===== config.mk =====
export PLATFORM = sky130hd
export DESIGN_NAME = prim_beat_packer
export DESIGN_NICKNAME = d
export VERILOG_FILES = /design/src/rtl/prim_beat_packer_pkg.sv /design/src/rtl/prim_beat_packer.sv
export SDC_FILE = /design/constraint.sdc
export NUM_CORES = 1
export LEC_CHECK = 0
export BUFFER_PORTS_ARGS = -buffer_cell sky130_fd_sc_hd__buf_2
export CAP_MARGIN = 30
export CORE_ASPECT_RATIO = 1.5
export CORE_MARGIN = 10
export CORE_UTILIZATION = 45
export DETAILED_ROUTE_END_ITERATION = 12
export PLACE_DENSITY = 0.71
export SETUP_SLACK_MARGIN = 0.15
export SYNTH_ARGS = -nofsm -noshare
export SYNTH_HDL_FRONTEND = slang
export SYNTH_SLANG_ARGS = --single-unit

===== constraint.sdc =====
create_clock -name clk_i -period 1.8 [get_ports clk_i]
set_clock_uncertainty 0.1 [all_clocks]
set_input_delay 0.09 -clock clk_i [delete_from_list [all_inputs] [get_ports clk_i]]
set_output_delay 0.09 -clock clk_i [all_outputs]
set_load 0.05 [all_outputs]

===== src/rtl/prim_beat_packer_pkg.sv =====
// Shared types for the narrow-to-wide beat packer.
//   packer_st_e : FILL collects beats, HOLD presents a packed word downstream.
package prim_beat_packer_pkg;

   typedef enum logic [1:0] {
      FILL = 2'b01,
      HOLD = 2'b10
   } packer_st_e;

endpackage


===== src/rtl/prim_beat_packer.sv =====
// Narrow-to-wide packer: gathers Ratio beats of InW bits into one OutW-bit word
// with a per-lane valid mask. A beat marked last flushes a partial word early.
// Lanes not written in a flushed word read as zero.
//
// Ports
//   clk_i, rst_ni     : clock, async active-low reset
//   clr_i             : sync clear, drops any partial or held word
//   in_valid_i/ready_o: input beat handshake; in_data_i beat, in_last_i flush marker
//   out_valid_o/ready_i: packed word handshake (drives a FIFO write port)
//   out_data_o        : packed word, lane 0 = first beat
//   out_mask_o        : per-lane valid bits
//   busy_o            : partial word pending or word held
//
// state | meaning
// FILL  | accepting beats into lane cnt
// HOLD  | word complete, presented on out_*; new beat accepted only on retire
module prim_beat_packer
   import prim_beat_packer_pkg::*;
#(
   parameter  int unsigned InW   = 8,
   parameter  int unsigned Ratio = 4,
   localparam int unsigned OutW  = InW * Ratio,
   localparam int unsigned CntW  = $clog2(Ratio)
) (
   input  logic            clk_i,
   input  logic            rst_ni,
   input  logic            clr_i,
   input  logic            in_valid_i,
   output logic            in_ready_o,
   input  logic [InW-1:0]  in_data_i,
   input  logic            in_last_i,
   output logic            out_valid_o,
   input  logic            out_ready_i,
   output logic [OutW-1:0] out_data_o,
   output logic [Ratio-1:0] out_mask_o,
   output logic            busy_o
);

   if (Ratio < 2) begin : g_ratio_chk
      $error("prim_beat_packer: Ratio must be at least 2");
   end

   packer_st_e       r_st;
   packer_st_e       w_st_nxt;
   logic [CntW-1:0]  r_cnt;
   logic [CntW-1:0]  w_cnt_nxt;
   logic [OutW-1:0]  r_data;
   logic [OutW-1:0]  w_data_nxt;
   logic [Ratio-1:0] r_mask;
   logic [Ratio-1:0] w_mask_nxt;
   logic             r_under_rst;

   logic             w_in_acc;
   logic             w_out_hs;

   // Ready looks straight through to out_ready_i so a retiring word and a new
   // beat can share one cycle, giving full throughput.
   assign in_ready_o  = ~r_under_rst & ((r_st == FILL) | out_ready_i);
   assign out_valid_o = (r_st == HOLD) & ~r_under_rst;
   assign out_data_o  = r_data;
   assign out_mask_o  = r_mask;
   assign busy_o      = (r_st == HOLD) | (|r_mask);

   assign w_in_acc = in_valid_i & in_ready_o;
   assign w_out_hs = out_valid_o & out_ready_i;

   always_ff @(posedge clk_i or negedge rst_ni) begin
      if (!rst_ni) begin
         r_st        <= FILL;
         r_cnt       <= '0;
         r_data      <= '0;
         r_mask      <= '0;
         r_under_rst <= 1'b1;
      end else begin
         r_st        <= w_st_nxt;
         r_cnt       <= w_cnt_nxt;
         r_data      <= w_data_nxt;
         r_mask      <= w_mask_nxt;
         r_under_rst <= 1'b0;
      end
   end

   always_comb begin
      w_st_nxt   = r_st;
      w_cnt_nxt  = r_cnt;
      w_data_nxt = r_data;
      w_mask_nxt = r_mask;
      if (clr_i) begin
         w_st_nxt   = FILL;
         w_cnt_nxt  = '0;
         w_data_nxt = '0;
         w_mask_nxt = '0;
      end else begin
         if (w_out_hs) begin
            w_st_nxt   = FILL;
            w_data_nxt = '0;
            w_mask_nxt = '0;
         end
         // cnt is already 0 whenever HOLD retires, so a beat accepted in the
         // same cycle lands in lane 0 of the freshly cleared word.
         if (w_in_acc) begin
            w_data_nxt[r_cnt*InW +: InW] = in_data_i;
            w_mask_nxt[r_cnt]            = 1'b1;
            if ((r_cnt == CntW'(Ratio - 1)) || in_last_i) begin
               w_st_nxt  = HOLD;
               w_cnt_nxt = '0;
            end else begin
               w_cnt_nxt = r_cnt + 1'b1;
            end
         end
      end
   end

endmodule


-- After elaboration in Yosys (flattened, before gate mapping)
Cells that the tools add are included.
- flip-flop bits (word level): 41
- output and inout bits: 39
- input port bits: 14
- add/sub/neg operators: 2
- $lt $le $gt $ge: 2
- shifts and indexed selects: 2
- muxes and demuxes: 18
- bitwise logic cells: 8
- equal/unequal tests: 3
- reductions and logical operators: 4
- operators by type and width (operator ; count):
    $mux W32 ; 4
    $neg A5 Y34 ; 1
    $shift A8 B34 Y32 const A ; 1
    $shiftx A8 B34 Y32 ; 1
    $bwmux W32 ; 1
    $mux W4 ; 4
    $mux W2 ; 7
    $and A1 B1 Y1 ; 4
    $eq A2 B2 Y1 const B ; 2
    $or A4 B4 Y4 ; 1
    $reduce_or A4 Y1 ; 1
    $lt A2 B3 Y1 const B ; 1
    $add A2 B1 Y2 const B ; 1
    $demux W1 S2 ; 1
    $eq A2 B1 Y1 const B ; 1
    $ge A2 B1 Y1 const B ; 1
    $or A1 B1 Y1 ; 2
    $reduce_bool A2 Y1 ; 1
    $logic_and A1 B1 Y1 ; 1
    $logic_or A1 B1 Y1 ; 1
    $mux W1 ; 1
    $not A1 Y1 ; 1

-- Longest topological paths before layout
Gate-level depths: netlist (run 1).
- depth after elaboration: 8
- mapped depth: 6
- gate-level depth less buffers: 5

-- Least setup slack after synthesis (run 1)
Ideal clock, no wire load.
- kind: reg2reg
- from: register r_cnt[0]
- to: register r_data[16] (netlist: out_data_o[16])
- buffers on the path: 0
- cell stages (with the launch flop): 6
- path slack: 0.085 ns
- library setup time: 0.079 ns
- arrival: 1.535 ns
- required time: 1.621 ns
- cell sequence: dfrtp_1 -> inv_1 -> ha_1 -> nor3b_4 -> nand2_1 -> mux2i_1
- word-level cells in the longest chain between the ends: 5
- elaborated cells on any way between the ends: 6
- those cells by class: 1 x add/sub; 2 x shift; 3 x mux
- ends and longest elaborated chain (element ; line ; text):
    start: declaration ; prim_beat_packer.sv:45 ; logic [CntW-1:0] r_cnt;
    start signal: assignment ; prim_beat_packer.sv:76 ; r_cnt <= w_cnt_nxt;
    $neg A5 Y34 * ; prim_beat_packer.sv:102 ; w_data_nxt[r_cnt*InW +: InW] = in_data_i;
    $shiftx A8 B34 Y32 / $shift A8 B34 Y32 (equally long branches) ; prim_beat_packer.sv:102 ;
    $bwmux W32 * ; prim_beat_packer.sv:102 ;
    $mux W32 * ; prim_beat_packer.sv:101 ; if (w_in_acc) begin
    $mux W32 * ; prim_beat_packer.sv:88 ; if (clr_i) begin
    net w_data_nxt[16] ; prim_beat_packer.sv:48 ; logic [OutW-1:0] w_data_nxt;
    end signal: assignment ; prim_beat_packer.sv:77 ; r_data <= w_data_nxt;
    end: declaration ; prim_beat_packer.sv:47 ; logic [OutW-1:0] r_data;
Mark *: on every way through the listed nets, which the timed path passes. The rest lies on a longest branch.
A chain may end at the register's enable or synchronous reset.

-- Final worst setup path (run 1)
- from: register r_st[0]
- to: register r_data[9] (netlist: out_data_o[9])
- word-level cells in the longest chain between the ends: 8
- elaborated cells on any way between the ends: 12
- those cells by class: 2 x eq/ne; 5 x mux; 5 x bitwise
- ends and longest elaborated chain (element ; line ; text):
    start: declaration ; prim_beat_packer.sv:43 ; packer_st_e r_st;
    start signal: assignment ; prim_beat_packer.sv:75 ; r_st <= w_st_nxt;
    $eq A2 B2 Y1 ; prim_beat_packer.sv:59 ; assign out_valid_o = (r_st == HOLD) & ~r_under_rst;
    $and A1 B1 Y1 ; prim_beat_packer.sv:59 ;
    $and A1 B1 Y1 ; prim_beat_packer.sv:65 ; assign w_out_hs = out_valid_o & out_ready_i;
    $mux W32 ; prim_beat_packer.sv:94 ; if (w_out_hs) begin
    $mux W32 ; prim_beat_packer.sv:88 ;
    $bwmux W32 ; prim_beat_packer.sv:102 ;
    $mux W32 * ; prim_beat_packer.sv:101 ;
    $mux W32 * ; prim_beat_packer.sv:88 ;
    net w_data_nxt[9] ; prim_beat_packer.sv:48 ;
Mark *: on every way through the listed nets, which the timed path passes. The rest lies on a longest branch. The select of a mux whose other input is x is not followed.

==> run metrics, run 1 <==
status finished, final reports clean; sequential element share of the synthesized area between 40 and 50%; DRT iter0 DRCs between 100 and 150; largest net degree at the start of global routing 22; PwrDens roughly 660 nW/um2; Core Box Area 4890 um2; Initial Utilization a little under half; buffer and inverter count on the worst path 1; internal power ~0.0013 W; GR Overflow Total 0; Critical Path AT approximately 1.7 ns; clock share of power 32.6%; clock sink count 41; RSZ-0062 raised after global routing true; r2r setup slk approximately 0.23 ns; CP Cell Sequence nor2b_2, o211a_1, buf_4, mux2i_1; leakage power total roughly 1.3 nW; Die Y between 100 and 150 um; ratio of cells with drive above 1 in the final layout 32.7%; Mapped Nets 231; CP Capture Point out_data_o[9]; Critical Path RT 1.91 ns; Area growth, synth to finish 20.3%; Final TNS setup 0 ns; Setup crit end kind register; highest clock rate approximately 640 MHz; Die Footprint 8380 um2; hold path start in_last_i; total of warnings raised by yosys 0; r2r startpoint r_st[0]; minimum clock period 1.57 ns; most common cell after layout, fill and taps aside buf_2; Slew Viols, Final 0; depth of the CTS H-tree 2; reg-to-reg endpoint out_data_o[9]; switching share of power between 20% and 30%; PnR Total Power between 0.0015 and 0.002 W; Inserted Diodes 0; first-pass GRT wire length about 9.4 mm; Synth Instances approximately 210; Synth cell types 31; Final Setup Violations 0; vias in the first global route roughly 1800; # IOs 53; Die W 78.1 um; Via density about 5.1; Clk Latency, worst-skew pair 0.30 ns; DRC viols 0; # rows 31; TritonRoute pass-1 iters 4; fin crit share 87.4%; sequential power share 52.4%; Clock Path Buffers 2; Slowest-stage cell, CP dfstp_2; CTS buffer count 5; Final Hold Viols 0; port bufs between 50 and 60; most frequent cells in the layout 51 x buf_2, 38 x dfrtp_1, 35 x nand2_1; nets@finish 290; remaining antenna violation count after routing 0; Net Sw Power between 0.0005 and 0.0006 W; DP Wirelength about 4.2 mm; Logic pwr share 15.0%; Worst slew margin ~67%; CP Max Fanout 8; synthesized area per cell ~11 um2; Detailed Route WL ~5.8 mm; Placer Congestion a little over 0.8; Avg WL per Cell between 15 and 20 um; initial antenna violation count 0; total track usage roughly 14%; Worst path depth 4; CTS tree done; R2R depth 4; CP delay by family, top flip-flops; clk slew on worst S/H paths around 0.08 ns; Max Cap Viol 0; critical path class reg -> reg; peak supply drop 0.511 mV; crit path launch r_st[0]; Root Driver clkbuf_8; Startpoint Class register; Slew @ Worst Pin between 0.5 and 0.6 ns; Synth Register Bits ~40; CP max stage delay around 0.56 ns; vias post-DR 1708; synthesized cell area between 2000 and 2500 um2; Hold Path Class in -> reg
kinds of logic (layout without fill, tap and decap cells):
logic type	Yosys count	after routing	share of synthesized area, %
adder cells (fa/ha/maj)	8	8	4.39
AND/OR/NAND/NOR	94	94	25.4
other	1	1	0.164
AO/OA/AOI/OAI	14	14	5.21
multiplexers	34	34	14.9
flip-flops	41	41	45.1
buffers and inverters	17	77	4.88
repair_timing:
| item | in CTS | in global routing |
|---|---|---|
| endpoints found under the hold margin | 39 | 0 |
| hold buffers | 1 | 0 |
| gates resized for setup | 1 | 9 |
| pin swaps | 0 | 3 |
| buffers inserted | 0 | 1 |
| endpoints found under the setup margin | 8 | 27 |
through the flow:
step | utilization (%) | cells | hold slack (ns) | instance area [um2] | setup slack (ns)
CTS | 55.6 | 334 | 0.000151 | 2720 | 0.155
detailed placement | 53.5 | 325 | -0.0936 | 2620 | 0.169
floorplan | - | 209 | -0.306 | 2280 | 0.188
global placement | 53.5 | 325 | -0.0946 | 2620 | 0.181
global route | 56.2 | 335 | 0.0396 | 2750 | 0.133
finish | 56.2 | 335 | 0.0141 | 2750 | 0.228
cells in the mapped netlist:
cell	instances	area, um2
dfrtp_1	39	976
nand2_1	35	131
mux2i_1	34	340
nand3b_1	33	248
ha_1	8	100
nor2b_1	8	50.1
nand2b_1	5	31.3
a22o_1	4	35.0
buf_4	4	30.0
buf_6	4	45.0
clkbuf_1	4	15.0
nor2_1	4	15.0
o211a_1	4	40.0
inv_1	3	11.3
a21oi_1	2	10.0
dfstp_2	2	52.6
nor3b_4	2	37.5
a211o_1	1	8.76
a211oi_2	1	12.5
a21o_1	1	7.51
and2b_4	1	10.0
and3b_1	1	8.76
buf_2	1	5.00
clkbuf_2	1	5.00
conb_1	1	3.75
nand4bb_1	1	11.3
nor2b_2	1	8.76
nor2b_4	1	13.8
nor4_1	1	6.26
o21ai_0	1	5.00
or2b_1	1	7.51
registers in the layout (all words and copies together), names as in the netlist:
signal and count:
out_data_o 32, out_mask_o 4, r_cnt 2, r_st 2, r_under_rst 1
metal layers:
layer | global-route usage (%) | part of all wire, % | vias to the layer above
met2 | 22.3 | 49 | 44
met4 | 5.01 | 0.99 | 0
met5 | 0 | 0 | -
li1 | - | - | 830
met3 | 3.85 | 5.9 | 5
met1 | 17.0 | 44 | 829
cell type report:
| cell class | instances | area [um2] |
|---|---|---|
| fillers | 456 | 2140 |
| multi-input cells | 151 | 1170 |
| flip-flops and latches | 41 | 1030 |
| repair buffers | 66 | 370 |
| well taps | 66 | 82.6 |
| clock buffers | 5 | 68.8 |
| clock inverters | 3 | 17.5 |
| inverters | 3 | 11.3 |
power groups by stage:
stage | Sequential [W] | Clock, W | Combinational [W]
global route | 0.000955 | 0.000649 | 0.000294
detailed placement | 0.000970 | 0 | 0.000267
CTS | 0.000952 | 0.000610 | 0.000269
finish | 0.000952 | 0.000593 | 0.000272
global placement | 0.000969 | 0 | 0.000265
floorplan | 0.00101 | 0 | 0.000128
worst min-delay path by stage:
| stage | endpoint | cells after the start |
|---|---|---|
| global placement | out_mask_o[3] | 1 |
| floorplan | out_data_o[0] | 0 |
| CTS | r_cnt[0] | 4 |
| finish | r_cnt[0] | 4 |
| global route | r_cnt[0] | 4 |
| detailed placement | out_mask_o[3] | 1 |
worst min-delay path: cells and delay by family:
family | cells | cell delay [ns]
and+or+nand+nor | 2 | 0.14
buffers and inverters | 1 | 0.08
muxes | 1 | 0.06
(Power assumes the default switching activity.)
==> run 2: changes to the inputs <==
- ABC_AREA: not set -> 1
- CTS_CLUSTER_SIZE: not set -> 30
- PLACE_DENSITY: 0.71 -> 0.8
==> run metrics, run 2 <==
status finished, final reports clean; nets@finish 401 (+38%); sequential element share of the synthesized area 43.1% (-2.0 points); Synth Register Bits 41 (unchanged); Critical Path AT 1.68 ns (about the same); total track usage 14.3% (+0.50 points); largest net degree at the start of global routing 42 (+91%); # IOs 53 (unchanged); initial antenna violation count 0 (unchanged); Synth Instances 324 (+55%); CP Cell Sequence buf_6, ha_1, or2_2, nor3_2, nand2_1, o21ai_0; flip-flop count of the largest register after layout 32 (unchanged); Final Setup Violations 0 (unchanged); synthesized area per cell 7.37 um2 (-33%); critical path class reg -> reg; port bufs 52 (unchanged); Die W 79.5 um (+1.7%); hold path start in_data_i[6]; vias in the first global route 2146 (+18%); most frequent cells in the layout 109 x nand2_1, 80 x nor2_1, 51 x buf_2; ratio of cells with drive above 1 in the final layout 28.2% (-4.6 points); crit path launch r_cnt[0]; vias post-DR 2188 (+28%); Max Cap Viol 0 (unchanged); total of warnings raised by yosys 0 (unchanged); clock sink count 41 (unchanged); CP Max Fanout 12 (+4); synthesized cell area 2390 um2 (+4.6%); Initial Utilization 46.2% (-0.48 points); Cells after DPL 434 (+34%); Critical Path RT 1.91 ns (about the same); Slowest-stage cell, CP dfrtp_1; TritonRoute pass-1 iters 4 (unchanged); peak supply drop 0.445 mV (-13%); PwrDens 721 nW/um2 (+9.0%); first-pass GRT wire length 10.1 mm (+7.4%); leading post-synthesis cells by cell area dfrtp_1 41%, nand2_1 17%, nor2_1 13%, ha_1 4.2%, buf_6 3.8%; leakage power total 1.72 nW (+32%); Clock Path Buffers 2 (unchanged); CTS buffer count 5 (unchanged); CTS tree done; Detailed Route WL 6.09 mm (+5.7%); most frequent cell after synthesis nand2_1; minimum clock period 1.58 ns (+0.00422 ns); Synth async-reset ratio 100% (unchanged); count of flip-flops with a built-in enable after synthesis 0 (unchanged); Post-synth top flop dfrtp_1; count of non-filler cells in the finished layout 448 (+34%); CP max stage delay 0.42 ns (-0.14 ns); r2r startpoint r_cnt[0]; Root Driver clkbuf_8; top-area cell type share of the netlist area 40.9% (-1.9 points); Inserted Diodes 0 (unchanged); # rows 32 (+3.2%); most common cell after layout, fill and taps aside nand2_1; Slew Viols, Final 0 (unchanged); Hold Path Class in -> reg; Final TNS setup 0 ns (unchanged); final hold slack 0.0510 ns (+0.0368 ns); DP Wirelength 4.50 mm (+7.0%); Final Hold Viols 0 (unchanged); buffer and inverter count on the worst path 1 (unchanged); Startpoint Class register; Mapped Nets 346 (+50%); Die Footprint 8680 um2 (+3.6%); Slew @ Worst Pin 0.550 ns (+0.0501 ns); Clk Latency, worst-skew pair 0.29 ns (about the same); Placer Congestion 0.896 (+11%); Area growth, synth to finish 22.6%; synth cell count leaders 111 x nand2_1, 83 x nor2_1, 39 x dfrtp_1, 13 x nand3_1, 12 x inv_1; DRC viols 0 (unchanged); Setup crit end kind register; depth of the CTS H-tree 2 (unchanged); remaining antenna violation count after routing 0 (unchanged); Via density 4.88 (-4.2%); Worst slew margin 63.1% (-3.5 points); Die Y 109 um (+1.9%); CP delay by family, top simple AND/OR/NAND/NOR gates; DRT iter0 DRCs 96 (-31%); Synth cell types 23 (-26%); Core Box Area 5160 um2 (+5.7%); GR Overflow Total 0 (unchanged); area leader, netlist dfrtp_1; fin crit share 87.6% (+0.23 points); fin util 56.7% (+0.47 points); clk slew on worst S/H paths 0.07 ns (about the same); Avg WL per Cell 13.6 um (-21%); RSZ-0062 raised after global routing true; highest clock rate 634 MHz (-0.27%)
-- run 2: path summary, 6_finish.rpt --
kind | end | slack (ns) | cells past startpoint
min in group asynchronous | out_mask_o[0] | 0.29 | 3
min reg2reg | out_mask_o[3] | 0.46 | 2
min | out_data_o[6] | 0.05 | 5
max | r_cnt[1] | 0.22 | 6
max in group asynchronous | r_under_rst | 0.94 | 3
max reg2reg | r_cnt[1] | 0.22 | 6
-- run 2: layer usage --
metal | part of all wire, % | vias up | global-route usage (%)
li1 | - | 1108 | -
met1 | 39 | 1020 | 15.4
met2 | 53 | 51 | 25.6
met3 | 5.5 | 9 | 3.87
met4 | 2.2 | 0 | 5.78
met5 | 0 | - | 0
-- run 2: cell families after synthesis --
| family | share of synthesized area, % |
|---|---|
| flops | 43.1 |
| compound gates | 1.83 |
| simple gates | 42.6 |
| fa+ha+maj | 4.19 |
| other cells | 0.157 |
| buf+inv | 8.12 |
-- run 2: worst min-delay path: cells and delay by family --
family	cells	cell delay (ns)
AND/OR/NAND/NOR	3	0.16
buffers and inverters	2	0.15
-- run 2: cell type report --
cell class / count / area, um2
fill: 490 / 2240
multi-input combinational: 251 / 1300
sequential: 41 / 1030
timing repair buffer: 63 / 354
tap: 68 / 85.1
clock buffer: 8 / 80.1
inverter: 17 / 75.1
-- run 2: through the flow --
step                      instance area [um2]  power (W)  worst slack (ns)
final                                    2930    0.00211             0.223
after global routing                     2930    0.00222             0.143
after CTS                                2790    0.00207             0.167
after detailed placement                 2690    0.00150             0.186
after global placement                   2690    0.00149             0.209
after floorplan                          2440    0.00138            0.0859
-- run 2: where the power goes --
group | internal (W) | leakage [nW] | switching, W
combinational | 0.000157 | 1.13 | 0.000400
clock | 0.000276 | 0.0395 | 0.000296
sequential | 0.000958 | 0.559 | 0.0000225
total | 0.00139 | 1.72 | 0.000719
-- run 2: repair_timing --
| action | in CTS | in global routing |
|---|---|---|
| hold buffers | 2 | 0 |
| setup endpoints to repair | 0 | 28 |
| setup buffers | 0 | 3 |
| endpoints found under the hold margin | 44 | 0 |
| gates resized for setup | 0 | 21 |
